==> config.mk <==
export PLATFORM = sky130hd
export DESIGN_NAME = joy_db15_responder_flat
export DESIGN_NICKNAME = d
export VERILOG_FILES = /design/src/rtl/joy_db15_responder_if.sv /design/src/rtl/joy_db15_responder.sv /design/src/flat_wrapper.sv
export SDC_FILE = /design/constraint.sdc
export NUM_CORES = 1
export LEC_CHECK = 0
export BUFFER_PORTS_ARGS = -buffer_cell sky130_fd_sc_hd__buf_2
export CAP_MARGIN = 25
export CORE_MARGIN = 1.5
export CORE_UTILIZATION = 55
export CTS_CLUSTER_DIAMETER = 80
export DETAILED_ROUTE_END_ITERATION = 10
export MAX_ROUTING_LAYER = met4
export PLACE_DENSITY = 0.81
export SLEW_MARGIN = 20
export SYNTH_ARGS = -nofsm -noshare
export SYNTH_HDL_FRONTEND = slang
export SYNTH_SLANG_ARGS = --single-unit
==> constraint.sdc <==
create_clock -name clk_sys -period 4.3 [get_ports clk_sys]
set_clock_uncertainty 0.2 [all_clocks]
set_input_delay 0.43 -clock clk_sys [delete_from_list [all_inputs] [get_ports clk_sys]]
set_output_delay 0.43 -clock clk_sys [all_outputs]
set_load 0.05 [all_outputs]
==> src/rtl/joy_db15_responder_if.sv <==
// DB15 adapter pin bundle: the host drives the load/clock strobes and the device returns serial data.
interface joy_db15_responder_if;
  logic joy_load;
  logic joy_clk;
  logic joy_data;

  modport master (output joy_load, output joy_clk, input joy_data);
  modport slave  (input joy_load, input joy_clk, output joy_data);
endinterface

==> src/rtl/joy_db15_responder.sv <==
// Device-side 74HC165-style shift chain answering a DB15 joystick host reader.
// Optional JOY_DB15_RESP_FILTER_EN adds a 3-sample agreement glitch filter on both strobes.
module joy_db15_responder #(
  parameter int   NBITS  = 32,
  parameter logic SER_IN = 1'b1
) (
  input  logic                       clk_sys,
  input  logic                       reset,
  input  logic [15:0]                joystick1,
  input  logic [15:0]                joystick2,
  joy_db15_responder_if.slave        jb,
  output logic                       frame_done,
  output logic [5:0]                 bit_cnt
);

  localparam logic [5:0] CNT_MAX = 6'(NBITS);

  // Strobe vectors: bit0 = joy_load, bit1 = joy_clk.
  logic [1:0] pin_s1;
  logic [1:0] pin_s2;
  logic [1:0] lvl;

  always_ff @(posedge clk_sys) begin
    if (reset) begin
      pin_s1 <= 2'b11;
      pin_s2 <= 2'b11;
    end else begin
      pin_s1 <= {jb.joy_clk, jb.joy_load};
      pin_s2 <= pin_s1;
    end
  end

`ifdef JOY_DB15_RESP_FILTER_EN
  logic [1:0] hist0;
  logic [1:0] hist1;
  logic [1:0] filt_q;
  logic [1:0] agree;

  // The current synced sample plus two older ones must match before the level moves.
  assign agree = ~(pin_s2 ^ hist0) & ~(hist0 ^ hist1);
  assign lvl   = (agree & pin_s2) | (~agree & filt_q);

  always_ff @(posedge clk_sys) begin
    if (reset) begin
      hist0  <= 2'b11;
      hist1  <= 2'b11;
      filt_q <= 2'b11;
    end else begin
      hist0  <= pin_s2;
      hist1  <= hist0;
      filt_q <= lvl;
    end
  end
`else
  assign lvl = pin_s2;
`endif

  logic clk_prev;
  logic load_act;
  logic shift_act;

  assign load_act  = ~lvl[0];
  assign shift_act = lvl[0] & lvl[1] & ~clk_prev;

  logic [31:0]      load_word;
  logic [NBITS-1:0] shreg;
  logic [NBITS-1:0] shreg_next;
  logic [5:0]       cnt_next;
  logic             fd_next;

  assign load_word = ~{joystick2, joystick1};

  always_comb begin
    shreg_next = shreg;
    cnt_next   = bit_cnt;
    fd_next    = 1'b0;
    if (load_act) begin
      shreg_next = load_word[NBITS-1:0];
      cnt_next   = '0;
    end else if (shift_act) begin
      shreg_next = {SER_IN, shreg[NBITS-1:1]};
      // Counter saturates so surplus host clocks never produce a second pulse.
      if (bit_cnt != CNT_MAX) begin
        cnt_next = bit_cnt + 6'd1;
        fd_next  = (bit_cnt == CNT_MAX - 6'd1);
      end
    end
  end

  always_ff @(posedge clk_sys) begin
    if (reset) begin
      clk_prev    <= 1'b1;
      shreg       <= '1;
      bit_cnt     <= '0;
      frame_done  <= 1'b0;
      jb.joy_data <= 1'b1;
    end else begin
      clk_prev    <= lvl[1];
      shreg       <= shreg_next;
      bit_cnt     <= cnt_next;
      frame_done  <= fd_next;
      jb.joy_data <= shreg[0];
    end
  end

endmodule

==> src/flat_wrapper.sv <==
// flat-port wrapper written by rule: the top's interface ports become plain ports
module joy_db15_responder_flat 
#(
  parameter int   NBITS  = 32,
  parameter logic SER_IN = 1'b1
)
  (clk_sys, reset, joystick1, joystick2, frame_done, bit_cnt, jb_joy_load, jb_joy_clk, jb_joy_data);
  joy_db15_responder_if jb_i ();
  input  logic clk_sys;
  input  logic reset;
  input  logic [15:0] joystick1;
  input  logic [15:0] joystick2;
  output logic frame_done;
  output logic [5:0] bit_cnt;
  input wire logic [$bits(jb_i.joy_load)-1:0] jb_joy_load;
  input wire logic [$bits(jb_i.joy_clk)-1:0] jb_joy_clk;
  output wire logic [$bits(jb_i.joy_data)-1:0] jb_joy_data;
  assign jb_i.joy_load = jb_joy_load;
  assign jb_i.joy_clk = jb_joy_clk;
  assign jb_joy_data = jb_i.joy_data;
  joy_db15_responder #(.NBITS(NBITS), .SER_IN(SER_IN)) u_core (.clk_sys(clk_sys), .reset(reset), .joystick1(joystick1), .joystick2(joystick2), .jb(jb_i), .frame_done(frame_done), .bit_cnt(bit_cnt));
endmodule
After elaboration in Yosys (flattened, before gate mapping). Cells that the tools add are included.

Flip-flop bits (word level): 45. Logic and storage cells: 23.

Equal/unequal tests: 3. Bitwise operators: 7. Mux-type cells: 2. Reductions and logical operators: 3. $add $sub $neg: 1.

Operators by type and width (count): 32-bit two-way mux (2); 32-bit NOT (1); 6-bit by 1-bit adder with 6-bit output (second input constant) (1); 6-bit by 5-bit equality test with 1-bit output (second input constant) (1); 6-bit != test (second input constant) (1); 1-bit NOT (4); 4-bit OR reduction (1); 1-bit bitwise AND (2); 2-bit != test (second input constant) (1); 2-bit AND reduction (1); 2-bit OR reduction (1).

Logic depth before layout (Yosys ltp). Gate-level depths: netlist of run 1.

Depth in word-level cells: 4. Mapped depth: 6. Gate-level depth less buffers: 5.

Least setup slack after synthesis of run 1. Ideal clock, no wire load.

Path kind: flip-flop to flip-flop. Start: register u_core.bit_cnt[0]. End: register u_core.bit_cnt[0]. Setup time: 72 ps. Stages on the path, launching flop included: 6. Clock period less this slack: 1847 ps. Setup slack: 2453 ps. Data required time: 4028 ps. Arrival: 1576 ps. Cells stage by stage: dfxtp_1 -> inv_1 -> ha_1 -> nor4b_1 -> a21oi_1 -> mux2i_1.

Longest elaborated chain between the ends: 2. Elaborated cells on any way between the ends: 3.

Ends and longest elaborated chain: start, declared (line joy_db15_responder.sv:13) `output logic [5:0] bit_cnt`; start signal, assigned (line joy_db15_responder.sv:100) `bit_cnt <= cnt_next;`; branches (longest 2 deep; another with 6-bit by 1-bit adder with 6-bit output).

Several ways; the timed one is not identified. A chain may end at the register's enable or synchronous reset.

Worst setup path after layout of run 1.
Start: register u_core.pin_s2[0], in the netlist u_core.lvl[0]. End: register u_core.shreg[30].

Longest elaborated chain between the ends: 3. Elaborated cells on any way between the ends: 4.

Ends and longest elaborated chain: start, declared (line joy_db15_responder.sv:20) `logic [1:0] pin_s2;`; start signal, assigned (line joy_db15_responder.sv:29) `pin_s2 <= pin_s1;`; 1-bit bitwise AND (2 in a row) (line joy_db15_responder.sv:63) `assign shift_act = lvl[0] & lvl[1] & ~clk_prev;`; 2-bit != test (no source line); end signal, assigned (line joy_db15_responder.sv:99) `shreg <= shreg_next;`; end, declared (line joy_db15_responder.sv:66) `logic [NBITS-1:0] shreg;`.

Several ways; a longest one is shown, not always the timed one.

==> metrics.txt, run 1 <==
status completed; CP top delay family buffers and inverters; Pwr Density 326 mW/mm^2; Slew HR 0.564; Pleak 0.985 nW; RePlAce Congestion 0.700; Flop pwr share 0.622; drt first pass iters 4; Post-Place Cell Area 0.00213 mm^2; first-pass GRT wire length 6780 um; Cells after Synth 231; Cell Rows 21; Fillers 323; Design Area, Final 0.00220 mm^2; CTS sink cnt 45; Worst-Margin Slew 0.654 ns; antenna violations before repair 0; ANT nets after route 0; vias in the first global route 1,549; Final #Nets 303; final hold violation count 0; Max-Cap Viols 0; drt drc 0; YS warnings 0; dpl hpwl 2520 um; Worst EP required 4.33 ns; H-tree Lvls 2; Sequential Area 901 um^2; GR Util met3 0.0489; met1 usage 0.279; total grt overflow 0; CTS tree built; CP cell instances buf_4 > nor2b_2 > buf_4 > a32oi_1; wire per inst 12.2 um; clock root buffer clkbuf_4; initial core utilization 0.574; Syn Area/Cell 8.36 um^2; Num CTS Buffers 5; met2 Track Usage GR 0.352; Overall Global Routing Usage 0.228; Post-Synthesis Cell Area 0.00193 mm^2; unrepaired setup endpoints after global routing false; most common cell after layout, fill and taps aside nand2_1; Buf/Inv on CP 2; final setup fails 0; ant diodes 0; GR peak layer met2; DP Worst Slack 1.93 ns; core box area 0.00336 mm^2; Final WS setup 1.95 ns; number of flops mapped to enable cells by yosys 0; Worst Setup Path Type reg2reg; startpoint types flip-flop; Clock Tree Buf Depth 2; Chip Height 62.3 um; CTS Hold Bufs 0; total power 0.719 mW; Crit path arrival time 2.38 ns; die width 62.3 um; switching power 0.171 mW; Max VDD drop 0.159 mV; clock network power share 0.278; setup TNS 0 ns; Critical Path Most Common Cell buf_4; most frequent cells in the layout nand2_1 (69), dfxtp_1 (45), buf_2 (43); Main synth FF type dfxtp_1; multi-input logic area 933 um^2; PortBufs 43; cts repair resizes 0; CP max stage delay 0.63 ns; Syn-to-layout area delta 14.1%; CP endpoint kind flip-flop; Via density 5.48; #FFs+latches synth 45; layout cells sized above 1 0.226; final slew viol count 0; Final Critical Period 2.35 ns; worst-path fanout max 25; drt total wl 3790 um; # IOs 44; Starting DRT DRC Count 157; largest net degree at the start of global routing 41; Tcrit/Tclk final 0.546; sw frac 0.238; Distinct cells, synth 27; Tightest Hold Check Type in2reg; Critical-path top delay cell dfxtp_1; CTS clock-pin slew for the worst setup and hold paths 0.11 ns; net count after synthesis 269; post-CTS setup buffer count 0; Fmax 426 MHz; Comb power frac 0.100; die area 0.00388 mm^2; via count 1,704; later-pin clock latency in the skew report 0.35 ns; sequential share of the synthesized area 0.466; asr flop ratio synth 0; internal power 0.548 mW
## state kept, by name, indices dropped and copies added (netlist names)
signal,cells
u_core.clk_prev,1
u_core.bit_cnt,6
u_core.pin_s1,2
u_core.jb.joy_data,1
u_core.frame_done,1
u_core.lvl,2
u_core.shreg,32
## worst paths after layout
path | from | endpoint | cells after the start | slack (ns)
setup / recovery | u_core.lvl[0] | u_core.shreg[30] | 4 | 1.95
hold / removal | joystick2[14] | u_core.shreg[30] | 2 | 0.04
setup reg to reg | u_core.lvl[0] | u_core.shreg[30] | 4 | 1.95
hold reg to reg | u_core.pin_s1[1] | u_core.lvl[1] | 1 | 0.22
## final cells by class
cell class | instances | share of cell area
clock buffers | 7 | 0.0250
inverters | 3 | 0.00511
multi-input cells | 164 | 0.424
flip-flops and latches | 45 | 0.409
well taps | 46 | 0.0261
repair buffers | 46 | 0.111
## cells in the mapped netlist (2+ instances only)
cell       n  area share
dfxtp_1   45        0.47
o21ai_1    2      0.0052
or2_2      6       0.019
inv_1      3      0.0058
buf_2      8       0.021
mux2i_1    3       0.016
ha_1       2       0.013
nand2b_1   2      0.0065
nor3b_1   30        0.12
nand2_1   69        0.13
or3_1      3      0.0097
a31oi_1   30       0.097
clkbuf_1  10       0.019
a21oi_1    5       0.013
## power groups by stage
stage          clock network, mW  registers [mW]  logic [mW]
2_1_floorplan                  0           0.455      0.0495
3_3_place_gp                   0           0.456      0.0696
3_5_place_dp                   0           0.456      0.0721
4_1_cts                    0.205           0.447      0.0720
5_1_grt                    0.226           0.450      0.0817
6_report                   0.200           0.447      0.0716
## cells by family (layout without fill, tap and decap cells)
family,count (synthesis),after routing,share of synthesized area
buffers and inverters,22,56,0.0518
muxes,3,3,0.0155
adders and majority gates,2,2,0.0130
DFF,45,45,0.466
and+or+nand+nor,119,119,0.325
AOI/OAI and AO/OA,40,40,0.128
## routing by layer
metal	wire (um)	vias to the layer above
li1	-	867
met1	1740	796
met2	1810	35
met3	175	6
met4	53	0
met5	0	-
## metrics by stage
step | hold slack (ns) | util | std cells
after floorplan | 0.189 | - | 231
after global placement | 0.195 | 0.634 | 303
after detailed placement | 0.196 | 0.634 | 303
after CTS | 0.0281 | 0.651 | 310
after global routing | 0.0291 | 0.655 | 311
final | 0.0437 | 0.655 | 311
(Power assumes the default switching activity.)
==> inputs of run 2 (changes only) <==
- CORE_UTILIZATION: 55 -> 53
- PLACE_DENSITY: 0.81 -> 0.79
- clock period: 4.3 -> 2.4 ns (I/O delays scaled with it)
==> run 2 against run 1 <==
Sequential power rose by 79%. Critical path depth is 1 higher. Count of clock-buffer cells in the layout unchanged. Hold slack lost 0.023 ns. Routed wire length is 2.5% higher. Total power up 81%. Flip-flop and latch count unchanged. Non-clock buffer count up 10. Sequential share of layout area shrank 1.4 points. Via count up 1.3%. Final cell count grew 3.2%. Highest routed layer unchanged.
==> metrics.txt, run 2 (synthesized netlist as in run 1, its figures left out) <==
Via density 5.38 (-1.9%); H-tree Lvls 2 (unchanged); CP cell instances buf_4 > nor2b_2 > buf_4 > nand2_1 > mux2i_1; final setup fails 0 (unchanged); ant diodes 0 (unchanged); internal power 0.991 mW (+81%); clock network power share 0.277 (about the same); CP endpoint kind flip-flop; Tightest Hold Check Type in2reg; Syn-to-layout area delta 18.1%; startpoint types flip-flop; Worst R2R Path Depth 5 (+1); Worst Setup Path Type reg2reg; Final Critical Period 1.69 ns (-0.660 ns); Post-Place Cell Area 0.00219 mm^2 (+2.5%); worst hold slack 0.0209 ns (-0.0228 ns); Max VDD drop 0.312 mV (+96%); Final #Nets 313 (+3.3%); Num CTS Buffers 5 (unchanged); cts repair resizes 0 (unchanged); hold depth 3 (+1); initial core utilization 0.566 (-0.00884); total grt overflow 0 (unchanged); PortBufs 43 (unchanged); Pwr Density 571 mW/mm^2 (+75%); ANT nets after route 0 (unchanged); Pleak 1.03 nW (+4.4%); Critical Path Stages 5 (+1); unrepaired setup endpoints after global routing false; drt drc 0 (unchanged); Inst Count DP 310 (+2.3%); Starting DRT DRC Count 82 (-48%); Buf/Inv on CP 2 (unchanged); vias in the first global route 1,505 (-2.8%); Fmax 593 MHz (+39%); wire per inst 12.1 um (-0.74%); final hold violation count 0 (unchanged); Crit path arrival time 1.78 ns (-0.60 ns); drt total wl 3880 um (+2.5%); sw frac 0.239 (+0.00128); Worst EP required 2.49 ns (-1.84 ns); DP Worst Slack 0.724 ns (-1.21 ns); number of flip-flops in the largest register 32 (unchanged); CTS tree built; clock root buffer clkbuf_4; Worst-Margin Slew 0.483 ns (-0.170 ns); largest net degree at the start of global routing 30 (-27%); dpl hpwl 2650 um (+5.2%); Cell Rows 21 (unchanged); CP top delay family buffers and inverters; Final Non-Filler Cells 321 (+3.2%); Max-Cap Viols 0 (unchanged); CP max stage delay 0.42 ns (-0.21 ns); RePlAce Congestion 0.765 (+9.2%); final slew viol count 0 (unchanged); Chip Height 63.4 um (+1.8%); CTS sink cnt 45 (unchanged); Slew HR 0.678 (+0.114); switching power 0.312 mW (+82%); # IOs 44 (unchanged); setup TNS 0 ns (unchanged); die area 0.00402 mm^2 (+3.6%); register with the most flip-flops u_core.shreg; status completed; Fillers 303 (-6.2%); worst-path fanout max 17 (-32%); Largest regs u_core.shreg: 32 flops, u_core.bit_cnt: 6 flops; die width 63.4 um (+1.8%); core box area 0.00342 mm^2 (+1.6%); drt first pass iters 4 (unchanged); later-pin clock latency in the skew report 0.35 ns (about the same); layout cells sized above 1 0.240 (+0.0136); Design Area, Final 0.00228 mm^2 (+3.5%); Critical-path top delay cell nor2b_2; Critical Path Most Common Cell buf_4; most frequent cells in the layout nand2_1 (69), dfxtp_1 (45), buf_2 (43); Tcrit/Tclk final 0.703 (+0.157); via count 1,726 (+1.3%); first-pass GRT wire length 6560 um (-3.3%); antenna violations before repair 0 (unchanged); Flop pwr share 0.613 (-0.009); Clock Tree Buf Depth 2 (unchanged); Overall Global Routing Usage 0.208 (-0.0195); most common cell after layout, fill and taps aside nand2_1; Comb power frac 0.109 (+0.009); Final WS setup 0.713 ns (-1.24 ns); CTS clock-pin slew for the worst setup and hold paths 0.12 ns (about the same)
run 2: changes by cell type in the layout (fill, tap and decap cells not counted):
cell	before	now
buf_4	2	9
buf_8	1	0
dlygate4sd3_1	0	4
run 2: worst paths after layout:
kind,from,end,slack (ns)
max,u_core.lvl[0],u_core.bit_cnt[0],0.71
min,joystick2[8],u_core.shreg[24],0.02
max reg2reg,u_core.lvl[0],u_core.bit_cnt[0],0.71
min reg2reg,u_core.pin_s1[1],u_core.lvl[1],0.22
run 2: power by group through the flow:
| stage | Clock [mW] | Sequential (mW) | Combinational [mW] |
|---|---|---|---|
| 3_5_place_dp | 0 | 0.815 | 0.139 |
| 3_3_place_gp | 0 | 0.814 | 0.136 |
| 6_report | 0.361 | 0.799 | 0.142 |
| 4_1_cts | 0.373 | 0.799 | 0.142 |
| 2_1_floorplan | 0 | 0.815 | 0.0887 |
| 5_1_grt | 0.408 | 0.803 | 0.160 |
run 2: tightest hold or removal path: cells and delay by family:
| family | cells | cell delay [ns] |
|---|---|---|
| AOI/OAI and AO/OA | 1 | 0.05 |
| buffers and inverters | 1 | 0.07 |
| and+or+nand+nor | 1 | 0.16 |
run 2: final cells by class:
type,count,area (um^2),area share
inverter,3,11.3,0.00494
timing repair buffer,56,323,0.142
multi-input combinational,164,933,0.409
sequential,45,901,0.395
clock buffer,7,55.1,0.0241
tap,46,57.6,0.0252
run 2: stage by stage:
| step | power (mW) | utilization |
|---|---|---|
| global placement | 0.950 | 0.640 |
| finish | 1.30 | 0.668 |
| detailed placement | 0.954 | 0.640 |
| global route | 1.37 | 0.668 |
| CTS | 1.31 | 0.665 |
| floorplan | 0.904 | - |
run 2: repair_timing:
| item | in CTS | in global routing |
|---|---|---|
| setup buffers | 0 | 0 |
| hold buffers | 3 | 1 |
| endpoints found under the hold margin | 3 | 1 |
run 2: routing by layer:
metal / global-route usage / up-vias / routed length, um
met2: 0.318 / 34 / 1860
li1: - / 882 / -
met4: 0.0489 / 0 / 10
met3: 0.0661 / 2 / 172
met5: - / - / 0
met1: 0.269 / 808 / 1840
==> inputs of run 3 (changes only) <==
- CORE_UTILIZATION: 53 -> 48
- PLACE_DENSITY: 0.79 -> 0.75
- clock period: 2.4 -> 1.5 ns (I/O delays scaled with it)
==> run 3 against run 2 <==
Hold slack worse by 0.018 ns. Flip-flop and latch count unchanged. Final cell count up 2.8%. Register-to-register slack worse by 0.66 ns. Total power up 82%. Critical path depth unchanged. Sequential share of layout area down 2.0 points. Sequential power up 59%. Highest routed layer unchanged.
==> metrics.txt, run 3 (synthesized netlist as in run 1, its figures left out) <==
CP endpoint kind flip-flop; Pleak 1.09 nW (+6.3%); final hold violation count 0 (unchanged); Final WS setup 0.0564 ns (-0.656 ns); DP Worst Slack 0.00452 ns (-0.720 ns); total grt overflow 0 (unchanged); Tcrit/Tclk final 0.962 (+0.259); dpl hpwl 2690 um (+1.6%); Chip Height 66.4 um (+4.8%); initial core utilization 0.512 (-0.0533); Cell Rows 22 (+4.8%); layout cells sized above 1 0.305 (+0.0650); CTS clock-pin slew for the worst setup and hold paths 0.08 ns (-0.04 ns); Starting DRT DRC Count 101 (+23%); Worst Setup Path Type reg2reg; CTS tree built; status completed; later-pin clock latency in the skew report 0.29 ns (-0.06 ns); Syn-to-layout area delta 26.6%; drt total wl 4030 um (+3.9%); PortBufs 43 (unchanged); Largest regs u_core.shreg: 32 flops, u_core.bit_cnt: 6 flops; Crit path arrival time 1.46 ns (-0.32 ns); Fillers 325 (+7.3%); via count 1,710 (-0.93%); Clock Tree Buf Depth 2 (unchanged); most frequent cells in the layout nand2_1 (69), buf_2 (43), dfxtp_1 (38); Max-Cap Viols 0 (unchanged); CTS sink cnt 45 (unchanged); ant diodes 0 (unchanged); clock root buffer clkbuf_8; most common cell after layout, fill and taps aside nand2_1; ANT nets after route 0 (unchanged); number of flip-flops in the largest register 32 (unchanged); final slew viol count 0 (unchanged); vias in the first global route 1,540 (+2.3%); unrepaired setup endpoints after global routing false; Via density 5.18 (-3.6%); Slew HR 0.797 (+0.119); post-CTS setup buffer count 0 (unchanged); core box area 0.00377 mm^2 (+10%); Final Critical Period 1.44 ns (-0.244 ns); antenna violations before repair 0 (unchanged); setup TNS 0 ns (unchanged); final setup fails 0 (unchanged); die width 66.4 um (+4.8%); die area 0.00441 mm^2 (+9.9%); # IOs 44 (unchanged); Max VDD drop 0.635 mV (+100%); first-pass GRT wire length 6920 um (+5.5%); Num CTS Buffers 5 (unchanged); wire per inst 12.2 um (+1.0%); register with the most flip-flops u_core.shreg; Final #Nets 319 (+1.9%); Worst EP required 1.52 ns (-0.97 ns); Overall Global Routing Usage 0.207 (-0.000597); Pwr Density 972 mW/mm^2 (+70%); worst-path fanout max 5 (-12); startpoint types flip-flop; Fmax 693 MHz (+17%); drt drc 0 (unchanged); H-tree Lvls 2 (unchanged); Worst-Margin Slew 0.304 ns (-0.179 ns); largest net degree at the start of global routing 32 (+6.7%); RePlAce Congestion 0.753 (-1.5%); drt first pass iters 4 (unchanged); Tightest Hold Check Type in2reg
-- run 3: cell types whose count changed in the layout (fill, tap and decap cells not counted), moves of 2 or more --
cell / delta
dfxtp_2: +4
buf_4: +4
a21oi_1: -2
clkbuf_4: -5
a21oi_2: +2
dfxtp_4: +3
clkbuf_8: +5
buf_12: +2
dfxtp_1: -7
-- run 3: worst paths after layout --
check                      end  cells past startpoint  slack (ns)         startpoint
min reg2reg      u_core.lvl[0]                      1        0.22   u_core.pin_s1[0]
min           u_core.shreg[21]                      3       0.003       joystick2[5]
max reg2reg  u_core.bit_cnt[2]                      5        0.06  u_core.bit_cnt[0]
max          u_core.bit_cnt[2]                      5        0.06  u_core.bit_cnt[0]
-- run 3: power by group --
group	leakage (nW)	internal [mW]	total (mW)	switching, mW
registers	0.371	1.25	1.27	0.0298
clock network	0.0566	0.476	0.860	0.384
logic	0.665	0.126	0.242	0.116
-- run 3: final cells by class --
cell class	instances	area [um^2]	share of cell area
inverters	3	11.3	0.00460
clock buffers	8	111	0.0455
repair buffers	62	393	0.161
well taps	48	60.1	0.0246
multi-input cells	164	953	0.390
flip-flops and latches	45	917	0.375
-- run 3: layer usage --
metal | up-vias | global-route usage | part of all wire
li1 | 898 | - | -
met1 | 768 | 0.273 | 0.49
met2 | 40 | 0.324 | 0.46
met3 | 4 | 0.0409 | 0.047
met4 | 0 | 0.0612 | 0.0062
met5 | - | - | 0
-- run 3: repair_timing --
item / 4_1_cts / 5_1_grt
setup endpoints to repair: 6 / 12
gates resized for setup: 1 / 4
hold buffers: 4 / 0
hold endpoints to repair: 4 / 0
-- run 3: metrics by stage --
step	util	instance area [um^2]	instances	power, mW	hold slack [ns]
floorplan	-	1960	231	1.44	0.0386
global placement	0.605	2280	318	1.53	0.135
detailed placement	0.605	2280	318	1.54	0.135
CTS	0.646	2430	330	2.40	0.00313
global route	0.649	2450	330	2.50	0.00374
finish	0.649	2450	330	2.38	0.00341
-- run 3: critical path, stage by stage (launching register included) --
cell and delay, ns:
dfxtp_4 0.38, inv_2 0.04, ha_1 0.18, nor4b_2 0.17, a211o_1 0.30, a21oi_2 0.11
